### src/rtl/instruction_fetch_unit_if.sv
// Fetch-stage bundle: instruction memory port, hazard controls and IF/ID pipeline outputs.
interface instruction_fetch_unit_if;
  logic [31:0] PC;
  logic [31:0] instruction;
  logic        stall;
  logic        flush;
  logic        redirect;
  logic [31:0] redirect_target;
  logic [31:0] if_id_instruction;
  logic [31:0] if_id_pc4;
  logic        if_id_valid;
  logic        fault;
  logic [31:0] fetch_count;

  modport master (
    output PC, if_id_instruction, if_id_pc4, if_id_valid, fault, fetch_count,
    input  instruction, stall, flush, redirect, redirect_target
  );

  modport slave (
    input  PC, if_id_instruction, if_id_pc4, if_id_valid, fault, fetch_count,
    output instruction, stall, flush, redirect, redirect_target
  );
endinterface

### src/rtl/instruction_fetch_unit.sv
// IF stage: owns the PC, captures fetched words into IF/ID, handles stall/flush/redirect
// and latches a sticky fault on any illegal fetch address.
module instruction_fetch_unit #(
  parameter logic [31:0] RESET_PC  = 32'd0,
  parameter int unsigned MEM_BYTES = 16384
) (
  input  logic                     clk,
  input  logic                     rst,
  instruction_fetch_unit_if.master bus
);

  localparam logic [31:0] LAST_PC = 32'(MEM_BYTES - 4);

  typedef enum logic {RUN, FAULT} state_t;

  state_t      state;
  logic [31:0] pc_q;
  logic [31:0] instr_q;
  logic [31:0] pc4_q;
  logic        valid_q;
  logic        fault_q;
  logic [31:0] count_q;

  logic [32:0] pc_sum;
  logic [31:0] pc4;
  logic        pc4_legal;
  logic        target_legal;

  // Sequential successor is illegal if misaligned, past the last word, or wrapped.
  always_comb begin
    pc_sum       = {1'b0, pc_q} + 33'd4;
    pc4          = pc_sum[31:0];
    pc4_legal    = !pc_sum[32] && (pc4[1:0] == 2'b00) && (pc4 <= LAST_PC);
    target_legal = (bus.redirect_target[1:0] == 2'b00) && (bus.redirect_target <= LAST_PC);
  end

  always_ff @(posedge clk or posedge rst) begin
    if (rst) begin
      state   <= RUN;
      pc_q    <= RESET_PC;
      instr_q <= 32'd0;
      pc4_q   <= 32'd0;
      valid_q <= 1'b0;
      fault_q <= 1'b0;
      count_q <= 32'd0;
    end else begin
      case (state)
        RUN: begin
          if (bus.redirect) begin
            // Wrong-path word fetched this cycle is dropped.
            instr_q <= 32'd0;
            pc4_q   <= 32'd0;
            valid_q <= 1'b0;
            if (target_legal) begin
              pc_q <= bus.redirect_target;
            end else begin
              state   <= FAULT;
              fault_q <= 1'b1;
            end
          end else if (bus.stall) begin
            if (bus.flush) begin
              instr_q <= 32'd0;
              pc4_q   <= 32'd0;
              valid_q <= 1'b0;
            end
          end else if (bus.flush) begin
            instr_q <= 32'd0;
            pc4_q   <= 32'd0;
            valid_q <= 1'b0;
            if (pc4_legal) begin
              pc_q <= pc4;
            end else begin
              state   <= FAULT;
              fault_q <= 1'b1;
            end
          end else begin
            // Captured word stays valid even when its successor address faults.
            instr_q <= bus.instruction;
            pc4_q   <= pc4;
            valid_q <= 1'b1;
            count_q <= count_q + 32'd1;
            if (pc4_legal) begin
              pc_q <= pc4;
            end else begin
              state   <= FAULT;
              fault_q <= 1'b1;
            end
          end
        end
        FAULT: begin
          instr_q <= 32'd0;
          pc4_q   <= 32'd0;
          valid_q <= 1'b0;
          fault_q <= 1'b1;
        end
        default: begin
          state   <= FAULT;
          fault_q <= 1'b1;
        end
      endcase
    end
  end

  assign bus.PC                = pc_q;
  assign bus.if_id_instruction = instr_q;
  assign bus.if_id_pc4         = pc4_q;
  assign bus.if_id_valid       = valid_q;
  assign bus.fault             = fault_q;
  assign bus.fetch_count       = count_q;

endmodule

### src/flat_wrapper.sv
// flat-port wrapper written by rule: the top's interface ports become plain ports
module instruction_fetch_unit_flat 
#(
  parameter logic [31:0] RESET_PC  = 32'd0,
  parameter int unsigned MEM_BYTES = 16384
)
  (clk, rst, bus_PC, bus_if_id_instruction, bus_if_id_pc4, bus_if_id_valid, bus_fault, bus_fetch_count, bus_instruction, bus_stall, bus_flush, bus_redirect, bus_redirect_target);
  instruction_fetch_unit_if bus_i ();
  input  logic clk;
  input  logic rst;
  output wire logic [$bits(bus_i.PC)-1:0] bus_PC;
  output wire logic [$bits(bus_i.if_id_instruction)-1:0] bus_if_id_instruction;
  output wire logic [$bits(bus_i.if_id_pc4)-1:0] bus_if_id_pc4;
  output wire logic [$bits(bus_i.if_id_valid)-1:0] bus_if_id_valid;
  output wire logic [$bits(bus_i.fault)-1:0] bus_fault;
  output wire logic [$bits(bus_i.fetch_count)-1:0] bus_fetch_count;
  input wire logic [$bits(bus_i.instruction)-1:0] bus_instruction;
  input wire logic [$bits(bus_i.stall)-1:0] bus_stall;
  input wire logic [$bits(bus_i.flush)-1:0] bus_flush;
  input wire logic [$bits(bus_i.redirect)-1:0] bus_redirect;
  input wire logic [$bits(bus_i.redirect_target)-1:0] bus_redirect_target;
  assign bus_PC = bus_i.PC;
  assign bus_if_id_instruction = bus_i.if_id_instruction;
  assign bus_if_id_pc4 = bus_i.if_id_pc4;
  assign bus_if_id_valid = bus_i.if_id_valid;
  assign bus_fault = bus_i.fault;
  assign bus_fetch_count = bus_i.fetch_count;
  assign bus_i.instruction = bus_instruction;
  assign bus_i.stall = bus_stall;
  assign bus_i.flush = bus_flush;
  assign bus_i.redirect = bus_redirect;
  assign bus_i.redirect_target = bus_redirect_target;
  instruction_fetch_unit #(.RESET_PC(RESET_PC), .MEM_BYTES(MEM_BYTES)) u_core (.clk(clk), .rst(rst), .bus(bus_i));
endmodule
### config.mk
export PLATFORM = sky130hd
export DESIGN_NAME = instruction_fetch_unit_flat
export DESIGN_NICKNAME = d
export VERILOG_FILES = /design/src/rtl/instruction_fetch_unit_if.sv /design/src/rtl/instruction_fetch_unit.sv /design/src/flat_wrapper.sv
export SDC_FILE = /design/constraint.sdc
export NUM_CORES = 1
export LEC_CHECK = 0
export ABC_AREA = 1
export CAP_MARGIN = 20
export CORE_UTILIZATION = 35
export DETAILED_ROUTE_END_ITERATION = 8
export GPL_ROUTABILITY_DRIVEN = 0
export GPL_TIMING_DRIVEN = 0
export PLACE_DENSITY = 0.66
export SYNTH_ARGS = -nofsm -noshare
export SYNTH_HDL_FRONTEND = slang
export SYNTH_SLANG_ARGS = --single-unit
### constraint.sdc
create_clock -name clk -period 5.2 [get_ports clk]
set_input_delay 1.04 -clock clk [delete_from_list [all_inputs] [get_ports clk]]
set_output_delay 1.04 -clock clk [all_outputs]
set_load 0.05 [all_outputs]
==> results of run 1 <==
## power groups by stage
stage	combinational [mW]	sequential, mW	clock (mW)
after floorplan	0.0833	1.13	0
after global placement	0.253	1.08	0
after detailed placement	0.258	1.08	0
after CTS	0.259	1.06	1.27
after global routing	0.279	1.07	1.31
final	0.256	1.06	1.24
## Yosys cell counts (all sizes together), types with 2 or more instances
| cell | instances | area [µm²] |
|---|---|---|
| xor2 | 22 | 192.7 |
| nand4 | 14 | 93.84 |
| nand2 | 179 | 691.9 |
| inv | 67 | 254.0 |
| nand3 | 74 | 380.4 |
| nor3 | 8 | 40.04 |
| clkinv | 2 | 8.750 |
| clkbuf | 21 | 78.83 |
| nor4 | 3 | 18.77 |
| ha | 3 | 37.54 |
| nor2 | 98 | 407.9 |
| buf | 8 | 52.54 |
| a32o | 42 | 420.4 |
| o21ai | 38 | 190.2 |
| dfrtp | 131 | 3278 |
| a21oi | 2 | 10.01 |
| nand3b | 2 | 15.01 |
| xnor2 | 12 | 105.1 |
| and3 | 2 | 12.51 |
## worst paths after layout
path                            cells past startpoint                          endpoint                        from
max in group asynchronous                           3            u_core.bus.if_id_valid                         rst
worst min register to register                      1        u_core.bus.fetch_count[31]  u_core.bus.fetch_count[31]
worst max register to register                     14                 u_core.bus.PC[16]            u_core.bus.PC[2]
worst max-delay path                               14        u_core.bus.fetch_count[25]                   bus_flush
worst min-delay path                                1        u_core.bus.fetch_count[31]  u_core.bus.fetch_count[31]
min in group asynchronous                           2  u_core.bus.if_id_instruction[12]                         rst
## area by class of cell
| class | instances | area, µm² | area share (%) |
|---|---|---|---|
| buffer | 29 | 131.4 | 1.426 |
| clock buffer | 18 | 439.2 | 4.766 |
| clock inverter | 14 | 163.9 | 1.779 |
| inverter | 69 | 267.8 | 2.906 |
| multi-input combinational | 503 | 2644 | 28.69 |
| sequential | 131 | 3278 | 35.57 |
| tap | 225 | 281.5 | 3.055 |
| timing repair buffer | 199 | 2009 | 21.81 |
## state kept, by name, indices dropped and copies added, names as in the netlist
signal                        count
u_core.bus.if_id_instruction     32
u_core.bus.fault                  1
u_core.bus.fetch_count           32
u_core.bus.if_id_valid            1
u_core.state                      1
u_core.bus.if_id_pc4             32
u_core.bus.PC                    32
## cells by family after synthesis
logic type	share of synthesized area, %
AND/OR/NAND/NOR	26.49
flip-flops	51.90
adder cells (fa/ha/maj)	0.5944
buffers and inverters	6.240
XOR/XNOR	4.715
AO/OA/AOI/OAI	10.06
## layer usage
metal | GRT usage [%] | part of all wire [%]
met5 | 0 | 0
met1 | 30.13 | 45
met4 | 7.654 | 1.8
met3 | 5.108 | 6.7
met2 | 33.33 | 46
==> flow_summary.yaml, run 1 <==
cells_and_area:
  final_common_cell: "clkdlybuf4s50_1"
  synthToLayoutAreaGrowth_pct: 45.90
  nNetsFinal: 1022
  nFillCells: 1622
  drive_gt1_share_pct: 6.334
  final_core_util_pct: 52.73
  final_area_mm2: 0.009215
  layout.cells.non_filler: 1188
  num_antenna_cells: 0
  final_cell_mix: "clkdlybuf4s50_1 (198), nand2_1 (175), dfrtp_1 (131)"
power_and_ir_drop:
  pwr-share-comb_pct: 10.0
  p_sw_uw: 691.8
  swShare_pct: 27.02
  power_density_mw_per_mm2: 277.8
  fin_total_pwr_mw: 2.560
  peakVddDrop_v: 0.0002251
  p_int_mw: 1.869
  seqPwrFrac_pct: 41.5
  clkPwrFrac_pct: 48.5
  cellLeakagePower_nw: 4.164
sta:
  finalCriticalPeriod_ns: 3.128
  setup_viol: 0
  timing.fmax_ghz: 0.3197
  finalMaxSlewViolations: 0
  worst_slack_ns: 2.072
  finClkSkew_ns: 0.01232
  rsz0062_at_grt: "false"
  worstMarginPinSlew_ns: 0.7406
  setup-tns-final_ns: 0
  min_period_over_period_pct: 60.15
  relSlewSlack_pct: 50.63
  hold_slack_ns: 0.4741
  hold_viol: 0
die:
  dieArea_mm2: 0.01859
  rows: 48
  pin_count: 199
  die_w_um: 136.3
  initial_utilization_pct: 36.14
  die_h_um: 136.3
  core_area_mm2: 0.01748
placed_design:
  dpl_worst_slack_ns: 1.611
  dp_hpwl_mm: 14.44
  portBuffers: 198
  place_area_mm2: 0.008612
  dp_cells: 1156
logic_synthesis:
  synth_edf_count: 0
  synth.cell_area_mm2: 0.006316
  syn_area_per_cell_um2: 8.628
  synthFlopType: "dfrtp_1"
  yosysSeqAreaShare_pct: 51.90
  ys_seq_elements: 131
  yosysWarnings: 0
  syn_inst: 732
  yosysUniqueCellTypes: 34
  synth.net_count: 804
  ys_async_sr_fraction_pct: 100.0
route:
  drt-pass1-iter-count: 5
  drt-vias-per-instance: 5.005
  ant_nets: 0
  post_drt_wl_per_cell_um: 16.25
  wl_mm: 19.31
  dr_total_vias: 5946
  drtIter0Drc: 389
  drc: 0
clock_network:
  cts_max_level: 4
  cts_setup_buffers: 0
  postCtsHoldBufs: 0
  clkTransAtPathRegs_ns: 0.07
  clk-insertion-delay-late_ns: 0.42
  cts_tree: "done"
  cts_sinks: 131
  cts_resized: 0
  clk_path_buf_depth: 2
  cts_root_buf: "clkbuf_16"
  cts_buffers: 17
worst_setup_path:
  ff2ff_setup_slack_ns: 2.37
  cp_max_fo: 10
  startpoint_type: "input port"
  path_cells: "clkdlybuf4s50_1, nor2_1, nand2_2, clkinv_2, nand4_2, nor2_2, nand2_1, nor2_2, nand3_1, nor2_1, nand2_1, nor2_2, nand2_1, xor2_1"
  cp_top_family: "simple AND/OR/NAND/NOR gates"
  required_ns: 5.50
  max_stage_delay_ns: 0.43
  critPathBufInv: 2
  crit_path_end_kind: "flop"
  criticalPathCategory: "input port to flop"
  cpMaxStageDelayCell: "clkdlybuf4s50_1"
  cp_data_arrival_time_ns: 3.43
global_route:
  grt_max_degree: 97
  grt-ovfl-total: 0
  grt_pass1_vias: 5819
  grt.total_usage_pct: 21.83
  antenna_found_initial: 0
  grt_first_pass_wirelength_mm: 30.77
worst_hold_path:
  hold_path.class: "flop to flop"
job:
  cap_violations: 0
run_status:
  status: "completed"
Power figures use the tool's default switching activity.
==> run 2: changes to the inputs <==
- PLACE_DENSITY: 0.66 -> 0.69
- clock period: 5.2 -> 2.5 ns (I/O delays scaled with it)
==> run 2 against run 1 <==
Core utilization increased by 2.6 points. Sequential cell count unchanged. Clock power increased by 90%. Global-route usage decreased by 0.14 points. First-iteration DRC count decreased by 5.1%. Clock-buffer cell count increased by 2. Register-to-register slack got worse by 2.3 ns. Sequential share of layout area decreased by 1.4 points. Non-clock buffer count increased by 26. Die area unchanged. Largest power group unchanged.
==> flow_summary.yaml, run 2 (synthesized netlist as in run 1, its figures left out) <==
global_route:
  grt.total_usage_pct: 21.70
  grt_first_pass_wirelength_mm: 30.42
  grt-ovfl-total: 0
  antenna_found_initial: 0
  grt_pass1_vias: 5748
  grt_max_degree: 41
route:
  post_drt_wl_per_cell_um: 16.39
  ant_nets: 0
  drt-pass1-iter-count: 6
  drt-vias-per-instance: 5.045
  drtIter0Drc: 369
  wl_mm: 19.90
  dr_total_vias: 6125
  drc: 0
cells_and_area:
  num_antenna_cells: 0
  final_cell_mix: "clkdlybuf4s50_1 (198), nand2_1 (158), dfrtp_1 (115)"
  final_common_cell: "clkdlybuf4s50_1"
  drive_gt1_share_pct: 14.76
  synthToLayoutAreaGrowth_pct: 53.01
  nNetsFinal: 1048
  final_core_util_pct: 55.30
  layout.cells.non_filler: 1214
clock_network:
  cts_buffers: 17
  cts_sinks: 131
  cts_max_level: 4
  cts_root_buf: "clkbuf_16"
  clkTransAtPathRegs_ns: 0.06
  cts_tree: "done"
  postCtsHoldBufs: 0
  clk-insertion-delay-late_ns: 0.43
  clk_path_buf_depth: 2
worst_setup_path:
  critPathBufInv: 3
  max_stage_delay_ns: 0.41
  startpoint_type: "flop"
  path_depth: 18
  required_ns: 2.81
  cp_max_fo: 5
  cpMaxStageDelayCell: "dfrtp_2"
  cp_top_family: "simple AND/OR/NAND/NOR gates"
  cp_data_arrival_time_ns: 2.71
  criticalPathCategory: "flop to flop"
  path_cells: "buf_6, buf_4, nand2_4, nor2_4, nand2_4, nor2_2, nand3_1, nand2_1, nand2_2, nor2_1, nand3_1, nor2_2, nand3_2, nand2_4, nand2_8, buf_6, nand2_1, nand2_1"
  r2r.worst_path.cells: 18
  crit_path_end_kind: "flop"
job:
  cap_violations: 0
die:
  pin_count: 199
  dieArea_mm2: 0.01859
  die_h_um: 136.3
  rows: 48
  die_w_um: 136.3
  initial_utilization_pct: 36.14
  core_area_mm2: 0.01748
sta:
  relSlewSlack_pct: 56.73
  finClkSkew_ns: 0.01113
  finalMaxSlewViolations: 0
  hold_viol: 0
  setup_viol: 0
  finalCriticalPeriod_ns: 2.395
  min_period_over_period_pct: 95.81
  worstMarginPinSlew_ns: 0.6491
  timing.fmax_ghz: 0.4175
worst_hold_path:
  hold_path.class: "input port to async pin"
run_status:
  status: "completed"
placed_design:
  portBuffers: 198
  dp_cells: 1159
  dp_hpwl_mm: 14.63
power_and_ir_drop:
  peakVddDrop_v: 0.0004804
  power_density_mw_per_mm2: 533.8
  cellLeakagePower_nw: 4.313
==> run 2: final cells by class <==
| type | count | area, µm² |
|---|---|---|
| buffer | 29 | 141.4 |
| timing repair buffer | 225 | 2255 |
| fill | 1575 | 7812 |
| tap | 225 | 281.5 |
| clock buffer | 20 | 446.7 |
| clock inverter | 12 | 108.9 |
| inverter | 69 | 275.3 |
| sequential | 131 | 3298 |
| multi-input combinational | 503 | 2858 |
==> run 2: final timing paths <==
kind / start / endpoint / slack, ns
setup / recovery: u_core.bus.PC[3] / u_core.bus.PC[12] / 0.10
hold / removal: rst / u_core.bus.if_id_pc4[20] / 0.45
setup reg to reg: u_core.bus.PC[3] / u_core.bus.PC[12] / 0.10
hold reg to reg: u_core.bus.fetch_count[31] / u_core.bus.fetch_count[31] / 0.47
max in group asynchronous: rst / u_core.bus.PC[7] / 1.33
min in group clk: u_core.bus.fetch_count[31] / u_core.bus.fetch_count[31] / 0.47
==> run 2: what timing repair did <==
action	CTS	global route
cloned	1	0
endpoints found under the setup margin	35	45
pin swaps	2	27
buffers inserted	10	12
gates resized for setup	13	73
==> run 2: stage by stage <==
stage	TNS [ns]	area (µm²)	setup WS, ns	hold WS [ns]	total power [mW]
after floorplan	0	6322	0.09479	0.5122	2.523
after global placement	-143.56	8586	-1.152	0.4623	2.775
after detailed placement	-23.01	8666	-0.5135	0.4602	2.795
after CTS	0	9355	0.0003777	0.4606	5.169
after global routing	-0.1498	9664	-0.01737	0.4795	5.347
final	0	9664	0.1047	0.4516	5.159
==> run 2: layer usage <==
metal  vias up  part of all wire [%]  track usage [%]
met5         -                     0                0
met4         0                   2.7            9.259
met3        36                   6.2            4.922
met2       214                    47            32.46
met1      2953                    44            29.97
li1       2922                     -                -
==> run 2: power by group <==
group	internal (mW)	switching [mW]	total [mW]
Combinational	0.233	0.348	0.582
Clock	1.39	0.969	2.36
Sequential	2.16	0.0585	2.22
Total	3.78	1.38	5.16
==> run 2: worst register-to-register path, delay by kind of cell (launching register included) <==
family,cells,cell delay [ns]
buffers and inverters,3,0.40
AND/OR/NAND/NOR,15,1.46
flip-flops,1,0.41
==> run 3: changes to the inputs <==
- CORE_MARGIN: unset -> 5
- CTS_BUF_LIST: unset -> sky130_fd_sc_hd__clkbuf_4 sky130_fd_sc_hd__clkbuf_8 sky130_fd_sc_hd__clkbuf_16
==> run 3 against run 2 <==
Critical path type is now input port to flop. Critical path depth shrank 3. Clock skew fell by 0.0017 ns. Largest cell class unchanged. Largest power group unchanged. Non-clock buffer count fell by 1. Via count up 0.23%. First-iteration DRC count increased by 25%. Clock-buffer cell count down 2.
==> flow_summary.yaml, run 3 (synthesized netlist as in run 1, its figures left out) <==
cells_and_area:
  final_cell_mix: "clkdlybuf4s50_1 (198), nand2_1 (154), dfrtp_1 (119)"
  layout.cells.non_filler: 1217
  nFillCells: 1623
  drive_gt1_share_pct: 14.88
  num_antenna_cells: 0
  nNetsFinal: 1047
  final_common_cell: "clkdlybuf4s50_1"
  synthToLayoutAreaGrowth_pct: 55.41
route:
  drt-vias-per-instance: 5.044
  wl_met2_mm: 10.08
  ant_nets: 0
  wl_met1_mm: 8.754
  post_drt_wl_per_cell_um: 17.03
  dr_total_vias: 6139
  highest_layer: "met4"
  wl_mm: 20.72
  drt-pass1-iter-count: 5
  drc: 0
  drtIter0Drc: 460
  met3_length_mm: 1.605
power_and_ir_drop:
  fin_total_pwr_mw: 5.501
  power_density_mw_per_mm2: 560.4
  cellLeakagePower_nw: 4.374
  peakVddDrop_v: 0.0005139
die:
  dieArea_mm2: 0.02083
  die_h_um: 144.3
  core_area_mm2: 0.01784
  die_w_um: 144.3
  rows: 49
  pin_count: 199
  initial_utilization_pct: 35.40
worst_setup_path:
  crit_top_cell: "nor2_4"
  path_cells: "clkdlybuf4s50_1, nor2_2, nand2_4, buf_12, inv_8, nand4_2, nor2_4, nand2_4, nor2_4, nand3_1, nor2_2, nand2_2, nor2_4, nand2_1, xor2_1"
  cp_data_arrival_time_ns: 2.69
  crit_path_end_kind: "flop"
  startpoint_type: "input port"
  cp_top_family: "simple AND/OR/NAND/NOR gates"
  required_ns: 2.81
  cp_max_fo: 10
  cpMaxStageDelayCell: "clkdlybuf4s50_1"
  ff2ff_setup_slack_ns: 0.12
  critPathBufInv: 3
  criticalPathCategory: "input port to flop"
  max_stage_delay_ns: 0.43
sta:
  rsz0062_at_grt: "true"
  timing.fmax_ghz: 0.4201
  finClkSkew_ns: 0.009420
  finalCriticalPeriod_ns: 2.380
  finalMaxSlewViolations: 0
  worstMarginPinSlew_ns: 0.8237
  min_period_over_period_pct: 95.22
  setup_viol: 0
  hold_viol: 0
  relSlewSlack_pct: 44.97
  hold_slack_ns: 0.4762
clock_network:
  cts_max_level: 4
  cts_buffers: 17
  clk_path_buf_depth: 2
  clk-insertion-delay-late_ns: 0.43
  cts_tree: "done"
  postCtsHoldBufs: 0
  cts_root_buf: "clkbuf_16"
  clkTransAtPathRegs_ns: 0.07
  cts_sinks: 131
global_route:
  grt_pass1_vias: 6001
  grt.total_usage_pct: 19.52
  grt-ovfl-total: 0
  grt_max_degree: 40
  antenna_found_initial: 0
  grt_first_pass_wirelength_mm: 31.74
placed_design:
  portBuffers: 198
  dp_cells: 1162
  dp_hpwl_mm: 15.13
worst_hold_path:
  hold_path.class: "flop to flop"
run_status:
  status: "completed"
job:
  cap_violations: 0
run 3: per-layer routing:
layer / global-route usage [%] / vias to the layer above
li1: - / 2927
met1: 25.89 / 2969
met2: 31.29 / 226
met3: 4.960 / 17
met4: 6.578 / 0
met5: 0 / -
run 3: what timing repair did:
item / CTS / global route
resized for setup: 15 / 78
pin swaps: 2 / 21
gates cloned: 0 / 2
setup buffers: 10 / 11
setup endpoints to repair: 37 / 55
run 3: cell type report:
class	count	area (µm²)	share of cell area [%]
plain buffers	29	145.1	1.479
clock inverters	14	203.9	2.078
flip-flops and latches	131	3293	33.55
inverters	69	282.8	2.881
clock buffers	18	432.9	4.410
repair buffers	224	2278	23.21
multi-input cells	503	2893	29.47
well taps	229	286.5	2.919
run 3: where the power goes:
| group | internal [mW] | switching (mW) |
|---|---|---|
| sequential | 2.16 | 0.0576 |
| combinational | 0.233 | 0.349 |
| clock | 1.69 | 1.01 |
run 3: through the flow:
stage	utilization (%)	area [µm²]	TNS (ns)	worst slack, ns
6_report	55.02	9816	0	0.1196
5_1_grt	55.02	9816	-0.7389	-0.04972
4_1_cts	52.84	9428	0	0.003291
3_5_place_dp	48.49	8651	-21.35	-0.5370
3_3_place_gp	48.15	8591	-142.24	-1.137
2_1_floorplan	-	6322	0	0.09479
run 3: final timing paths:
path | from | to | depth (start not counted)
worst max register to register | u_core.bus.PC[3] | u_core.bus.PC[11] | 17
worst max-delay path | bus_stall | u_core.bus.fetch_count[25] | 15
worst min-delay path | u_core.bus.fetch_count[31] | u_core.bus.fetch_count[31] | 1
min in group asynchronous | rst | u_core.bus.fetch_count[7] | 2
max in group asynchronous | rst | u_core.bus.PC[12] | 4
worst min register to register | u_core.bus.fetch_count[31] | u_core.bus.fetch_count[31] | 1
